==> src/rtl/abs_arbiter.sv <==
// Round-robin arbiter sharing one absolute-value datapath among N requesters.
// Define ABS_SAT_EN to saturate abs(-2^(w-1)) to the max positive value.
module abs_arbiter #(
  parameter int w   = 16,
  parameter int N   = 4,
  parameter int IDW = 2
) (
  input  logic           clk,
  input  logic           rst,
  input  logic [N-1:0]   req_valid,
  input  logic [N*w-1:0] req_data,
  output logic [N-1:0]   req_ready,
  output logic           res_valid,
  output logic [w-1:0]   res_data,
  output logic [IDW-1:0] res_id,
  output logic           res_ovf,
  input  logic           res_ready
);

  typedef enum logic {IDLE, HOLD} state_t;

  state_t         state;
  logic [IDW-1:0] rr_ptr;
  logic           accept;
  logic           gnt_any;
  logic [IDW-1:0] gnt_idx;
  logic [w-1:0]   gnt_op;
  logic [w-1:0]   mag;
  logic [w-1:0]   abs_val;
  int             sel;

  assign accept = !rst && (state == IDLE || res_ready);

  // Scan from rr_ptr upward, wrapping at N; first valid wins.
  always_comb begin
    gnt_any = 1'b0;
    gnt_idx = '0;
    gnt_op  = '0;
    sel     = 0;
    for (int k = 0; k < N; k++) begin
      sel = int'(rr_ptr) + k;
      if (sel >= N) sel = sel - N;
      if (!gnt_any && accept && req_valid[sel]) begin
        gnt_any = 1'b1;
        gnt_idx = IDW'(sel);
        gnt_op  = req_data[sel*w +: w];
      end
    end
  end

  assign req_ready = gnt_any ? (N'(1) << gnt_idx) : '0;
  assign mag       = gnt_op[w-1] ? -gnt_op : gnt_op;

`ifdef ABS_SAT_EN
  logic min_neg;
  assign min_neg = gnt_op == {1'b1, {(w-1){1'b0}}};
  assign abs_val = min_neg ? {1'b0, {(w-1){1'b1}}} : mag;
`else
  assign abs_val = mag;
  assign res_ovf = 1'b0;
`endif

  always_ff @(posedge clk) begin
    if (rst) begin
      state     <= IDLE;
      rr_ptr    <= '0;
      res_valid <= 1'b0;
      res_data  <= '0;
      res_id    <= '0;
`ifdef ABS_SAT_EN
      res_ovf   <= 1'b0;
`endif
    end else if (gnt_any) begin
      state     <= HOLD;
      res_valid <= 1'b1;
      res_data  <= abs_val;
      res_id    <= gnt_idx;
      rr_ptr    <= (gnt_idx == IDW'(N-1)) ? '0 : gnt_idx + IDW'(1);
`ifdef ABS_SAT_EN
      res_ovf   <= min_neg;
`endif
    end else if (res_valid && res_ready) begin
      state     <= IDLE;
      res_valid <= 1'b0;
    end
  end

endmodule

==> config.mk <==
export PLATFORM = sky130hd
export DESIGN_NAME = abs_arbiter
export DESIGN_NICKNAME = d
export VERILOG_FILES = /design/src/rtl/abs_arbiter.sv
export SDC_FILE = /design/constraint.sdc
export NUM_CORES = 1
export LEC_CHECK = 0
export BUFFER_PORTS_ARGS = -buffer_cell sky130_fd_sc_hd__clkbuf_2
export CAP_MARGIN = 5
export CORE_MARGIN = 2
export CORE_UTILIZATION = 56
export CTS_BUF_LIST = sky130_fd_sc_hd__clkbuf_2
export DETAILED_ROUTE_END_ITERATION = 7
export PLACE_DENSITY = 0.88
export SLEW_MARGIN = 20
export SYNTH_ARGS = -nofsm -noshare
export SYNTH_HDL_FRONTEND = slang
export SYNTH_SLANG_ARGS = --single-unit
==> constraint.sdc <==
create_clock -name clk -period 5.1 [get_ports clk]
set_input_delay 0.765 -clock clk [delete_from_list [all_inputs] [get_ports clk]]
set_output_delay 0.765 -clock clk [all_outputs]
set_load 0.005 [all_outputs]
# ---- After elaboration in Yosys (flattened, before gate mapping)
# Cells that the tools add are included.
dict set report classes {
  n_mux 33
  eq_ne 1
  bitwise_logic 1
  addsub 9
  magnitude_cmp 8
  multipliers 0
  shifts 5
  reduce_logical 15
  div 0
}
# op n
set ops {}
lappend ops {{$shiftx 64x32->16} 4}
lappend ops {{$lt 32x4->1 const B} 4}
lappend ops {{$mux 32} 4}
lappend ops {{$mux 16} 5}
lappend ops {{$neg 16->16} 1}
lappend ops {{$mux 1} 14}
lappend ops {{$sub 3x3->4 const B} 3}
lappend ops {{$mux 2} 5}
lappend ops {{$ge 3x3->1 const B} 3}
lappend ops {{$logic_and 1x1->1} 9}
lappend ops {{$bmux 1 s2} 4}
lappend ops {{$add 2x2->3 const B} 2}
lappend ops {{$logic_not 1->1} 4}
lappend ops {{$mux 4} 1}
lappend ops {{$shl 1x2->4 const A} 1}
lappend ops {{$sub 2x3->4 const B} 1}
lappend ops {{$add 2x1->3 const B} 1}
lappend ops {{$ge 2x3->1 const B} 1}
lappend ops {{$add 2x1->2 const B} 1}
lappend ops {{$eq 2x2->1 const B} 1}
lappend ops {{$reduce_bool 2->1} 1}
lappend ops {{$logic_or 1x1->1} 1}
lappend ops {{$not 1->1} 1}
dict set report word_totals {
  latchBits 0
  regBits 21
  rom_bits 0
  elab_cells 76
  mem_count 0
  inputBits 71
  ramBits 0
  output_inout_bits 24
}

# ---- Depth between registers and ports, before layout
dict set report logic_depth {
  word_depth 21
  ltp_mapped 18
  depth_no_buf 12
}

# ---- Worst setup path after synthesis
# No wires, ideal clock.
dict set report synth_path {
  path_kind {register to output}
  start {reg rr_ptr[1]}
  end {out req_ready[2]}
  path_slack_ns 0.830
  arrival_time_ns 3.505
  required_time_ns 4.335
  stages_incl_launch_ff 18
  path_cell_list {dfxtp_1 > buf_2 > buf_2 > inv_1 > buf_2 > buf_1 > ha_1 > buf_6 > mux4_2 > nor2b_1 > clkbuf_1 > nand2_1 > o21ai_0 > a311oi_1 > inv_1 > ha_1 > inv_1 > nor2_1}
}
dict set report synth_between {
  elab_chain_cells 21
}
# element line
set synth_lines {}
lappend synth_lines {{start, declared} 23} ;# logic [IDW-1:0] rr_ptr;
lappend synth_lines {{start signal, assigned} 78} ;# rr_ptr <= (gnt_idx == IDW'(N-1)) ? '0 : gnt_idx + IDW'(1);
lappend synth_lines {{$sub 2x3->4 or $ge 2x3->1 (tied branches)} 42} ;# if (sel >= N) sel = sel - N;
lappend synth_lines {{$mux 32} 42}
lappend synth_lines {{$bmux 1 s2} 43} ;# if (!gnt_any && accept && req_valid[sel]) begin
lappend synth_lines {{$mux 1 (not written as such) (2 in a row)} 43}
lappend synth_lines {{$logic_and 1x1->1} 43}
lappend synth_lines {{$mux 1} 43}
lappend synth_lines {{$logic_not 1->1} 43}
lappend synth_lines {{$logic_and 1x1->1 (2 in a row)} 43}
lappend synth_lines {{[... 2 more ...]} --}
lappend synth_lines {{$logic_and 1x1->1 (2 in a row)} 43}
lappend synth_lines {{$mux 1} 43}
lappend synth_lines {{$logic_not 1->1} 43}
lappend synth_lines {{$logic_and 1x1->1 (2 in a row)} 43}
lappend synth_lines {{$mux 2 *} 43}
lappend synth_lines {{via gnt_idx[1]} 26} ;# logic [IDW-1:0] gnt_idx;
lappend synth_lines {{$shl 1x2->4 *} 51} ;# assign req_ready = gnt_any ? (N'(1) << gnt_idx) : '0;
lappend synth_lines {{$mux 4 *} 51}
lappend synth_lines {{end, declared} 12} ;# output logic [N-1:0] req_ready,
# The timed path passes the listed nets; every way through them passes the cells marked *. The select of a mux whose other input is x is not followed.

# ---- Final worst setup path
dict set report layout_path {
  start {reg rr_ptr[0]}
  end {out req_ready[2]}
}
# The elaborated chain is that of the path after synthesis.

==> qor.log <==
INFO  global_route   overflow=0
INFO  cts            cts_hold_buf=0
INFO  floorplan      chipWidth=85.3um
INFO  critical_path  crit_type=reg2out
INFO  timing         clock.fmax=0.220GHz
INFO  cts            clk-insertion-delay-late=310ps
INFO  synth          synth_top_flop_cell=sky130_fd_sc_hd__dfxtp_1
INFO  timing         timing.clock.skew=6.66ps
INFO  critical_path  worst-endpoint-required=4340ps
INFO  final_layout   post_route_cells_drive_above_1_share=38.3%
INFO  critical_path  critical_path.slowest_cell=sky130_fd_sc_hd__dfxtp_4
INFO  drt            avgViaCountPerCell=7.04
INFO  synth          syn_area=0.00370mm2
INFO  floorplan      initial_utilization=57.9%
INFO  drt            initialDrtViolationCount=399
INFO  place          place.port_buffers=93
INFO  critical_path  critPathMostFrequentCell=sky130_fd_sc_hd__inv_1
INFO  critical_path  slowest_delay=590ps
INFO  power_and_ir_drop p_leak=1.65nW
INFO  place          finalWeightedCongestion=1.08
INFO  synth          list_of_most_frequent_post_synthesis_cells=48 x sky130_fd_sc_hd__mux4_2, 38 x sky130_fd_sc_hd__nand2_1, 36 x sky130_fd_sc_hd__mux2i_1
INFO  critical_path  cp_cell_sequence=inv_1, ha_1, buf_4, mux4_2, nand2b_1, nor4_1, nor2b_1, a311oi_1, inv_1, ha_1, inv_1, nor2_1, clkbuf_2
INFO  drt            remaining_drc_errors=0
INFO  timing         holdWs=464ps
INFO  global_route   grt_antenna_before_repair=0
INFO  cts            cts-resized-gates=0
INFO  cts            cts.htree.levels=1
INFO  global_route   grt_max_degree=56
INFO  timing         maxSlewViolCount=0
INFO  place          hpwlAfterDp=8.41mm
INFO  timing         setup_viol_count_final=0
INFO  final_layout   finish.instance_area=0.00417mm2
INFO  synth          postSynthNetCount=471
INFO  cts            clock-root-buffer=sky130_fd_sc_hd__clkbuf_2
INFO  global_route   grt_first_pass_wirelength=17.3mm
INFO  drt            route.final.wire_length=10.9mm
INFO  synth          synthMostInstantiatedCell=sky130_fd_sc_hd__mux4_2
INFO  critical_path  cp_max_fo=18
INFO  place          placed_cells_incl_taps=532
INFO  timing         worst_relative_slew_slack=45.1%
INFO  floorplan      die_area=0.00727mm2
INFO  synth          warnings_synthesis=0
INFO  power_and_ir_drop power-per-cell-area=304mW/mm2
INFO  final_layout   design.final.nets=542
INFO  global_route   grtUsageTotal=29.3%
INFO  synth          postSynthCellCount=390
INFO  synth          synth_top_area_share=29.2%
INFO  global_route   first_global_vias=3541
INFO  critical_path  critPathCaptureType=primary output
INFO  floorplan      dieHeight=85.3um
INFO  timing         worst-slew-pin-transition=823ps
INFO  synth          synthTopCellsByArea=sky130_fd_sc_hd__mux4_2 29%, sky130_fd_sc_hd__dfxtp_1 11%, sky130_fd_sc_hd__mux2i_1 9.7%, sky130_fd_sc_hd__nand2_1 3.9%, sky130_fd_sc_hd__a21oi_1 3.8%
INFO  drt            route.detailed.wl_per_inst=20.4um
INFO  place          dpl_cell_area=0.00413mm2
INFO  cts            clock-sinks=21
INFO  cts            cts_setup_buffers=0
INFO  cts            cts-buffers-inserted=3
INFO  drt            detail_route.first_pass.iterations=5
INFO  synth          synth.ff_latch_count=21
INFO  synth          number_of_enable_flip_flop_cells_after_synthesis=0
INFO  timing         setup_repair_after_global_routing_missed_its_margin=no
INFO  timing         finalSetupTns=0ps
INFO  floorplan      design.portCount=95
INFO  run            cap_violations=0
INFO  synth          synthDominantAreaCellType=sky130_fd_sc_hd__mux4_2
INFO  power_and_ir_drop largest_voltage_drop_on_the_vdd_net=0.000243V
INFO  critical_path  critPathLaunchType=register
INFO  synth          syn-mean-instance-area=9.48um2
INFO  run_status     outcome=completed
INFO  final_layout   ant_diodes=0
INFO  floorplan      std_cell_rows=29
INFO  final_layout   area_grow_syn2layout=12.8%
INFO  drt            total_vias_in_the_final_route=3780
INFO  power_and_ir_drop fin_total_pwr=1.27mW
INFO  final_layout   finish.cell_count_without_fillers=537
INFO  drt            ant_nets=0
INFO  synth          post_synth_num_cell_types=65
INFO  cts            clockBufferDepth=2
INFO  synth          proportion_of_register_bits_with_asynchronous_set_or_reset_after_synthesis=0%
INFO  floorplan      core_area=0.00639mm2
INFO  synth          seq_total_area_yosys=11.4%
INFO  timing         final.period_utilization=89.0%
INFO  timing         final_hold_viol_count=0
INFO  timing         finalWorstPathRequiredPeriod=4540ps
INFO  min_path       min-delay-path-class=reg2reg
INFO  cts            tritoncts=done
INFO  critical_path  worst-endpoint-arrival=3780ps
INFO  cts            clock_transition_at_path_regs=190ps
## per-stage QoR
| stage | setup slack, ps | utilization (%) |
|---|---|---|
| after floorplan | 830 | - |
| after global placement | 891 | 64.7 |
| after detailed placement | 727 | 64.7 |
| after CTS | 345 | 65.0 |
| after global routing | 241 | 65.3 |
| final | 559 | 65.3 |
## metal layers
| layer | share of wire (%) | vias to the layer above | global-route usage [%] |
|---|---|---|---|
| li1 | - | 1672 | - |
| met1 | 39 | 1791 | 39.9 |
| met2 | 48 | 270 | 49.1 |
| met3 | 9.2 | 47 | 2.53 |
| met4 | 3.5 | 0 | 10.1 |
| met5 | 0 | - | 0 |
## cell families (layout without fill, tap and decap cells)
| family | Yosys count | count (layout) | synth area share (%) |
|---|---|---|---|
| other cells | 1 | 1 | 0.101 |
| simple gates | 90 | 90 | 12.8 |
| xor+xnor | 11 | 11 | 2.61 |
| fa+ha+maj | 10 | 10 | 3.38 |
| flops | 21 | 21 | 11.4 |
| buf+inv | 54 | 124 | 7.07 |
| compound gates | 115 | 115 | 22.5 |
| mux | 88 | 88 | 40.2 |
## flip-flops by register name, summed over array words and instances (netlist names)
register and cells:
res_data 16, res_id 2, rr_ptr 2, state 1
## path summary, 6_finish.rpt
check         startpoint      endpoint  slack, ps  depth (start not counted)
max            rr_ptr[0]  req_ready[2]        560                         13
min          res_data[2]   res_data[2]        460                          2
max reg2reg    rr_ptr[0]   res_data[8]        990                         11
min reg2reg  res_data[2]   res_data[2]        460                          2
## placed cells by master (no fill, tap or decap), drive strengths merged, types with 2 or more instances in the layout
cell / n
nor2b: 4
mux4: 48
nand3: 5
o211ai: 4
o21ai: 20
a31oi: 5
buf: 9
mux2: 4
ha: 10
a21oi: 29
nor3: 2
a211oi: 6
xnor2: 8
or3: 4
xor2: 3
inv: 18
o22ai: 16
a22oi: 3
nand2b: 6
and3: 3
a221oi: 6
clkbuf: 96
mux2i: 36
o41ai: 2
and2: 3
nor2: 18
a311oi: 2
or2: 3
nand2: 38
o221ai: 2
a22o: 2
o21a: 2
o22a: 2
o31ai: 5
dfxtp: 21
a2bb2oi: 2
## layout make-up
| class | count | area [um2] |
|---|---|---|
| clock buffer | 3 | 15.0 |
| timing repair buffer | 102 | 546 |
| clock inverter | 1 | 5.00 |
| fill | 541 | 2220 |
| sequential | 21 | 424 |
| multi-input combinational | 315 | 3020 |
| tap | 77 | 96.3 |
| inverter | 18 | 67.6 |
## power breakdown
| group | internal [mW] | total [mW] | switching (mW) |
|---|---|---|---|
| Clock | 0.0178 | 0.0661 | 0.0483 |
| Combinational | 0.434 | 0.960 | 0.526 |
| Sequential | 0.208 | 0.240 | 0.0320 |
| Total | 0.660 | 1.27 | 0.606 |
## critical path: cells and delay by family, from the launching register on
family,cells,cell delay [ps]
buffers and inverters,5,820
muxes,1,360
adders and majority gates,2,650
DFF,1,590
AOI/OAI and AO/OA,1,540
and+or+nand+nor,4,500
Note: power is estimated with default switching activity, not from simulation.
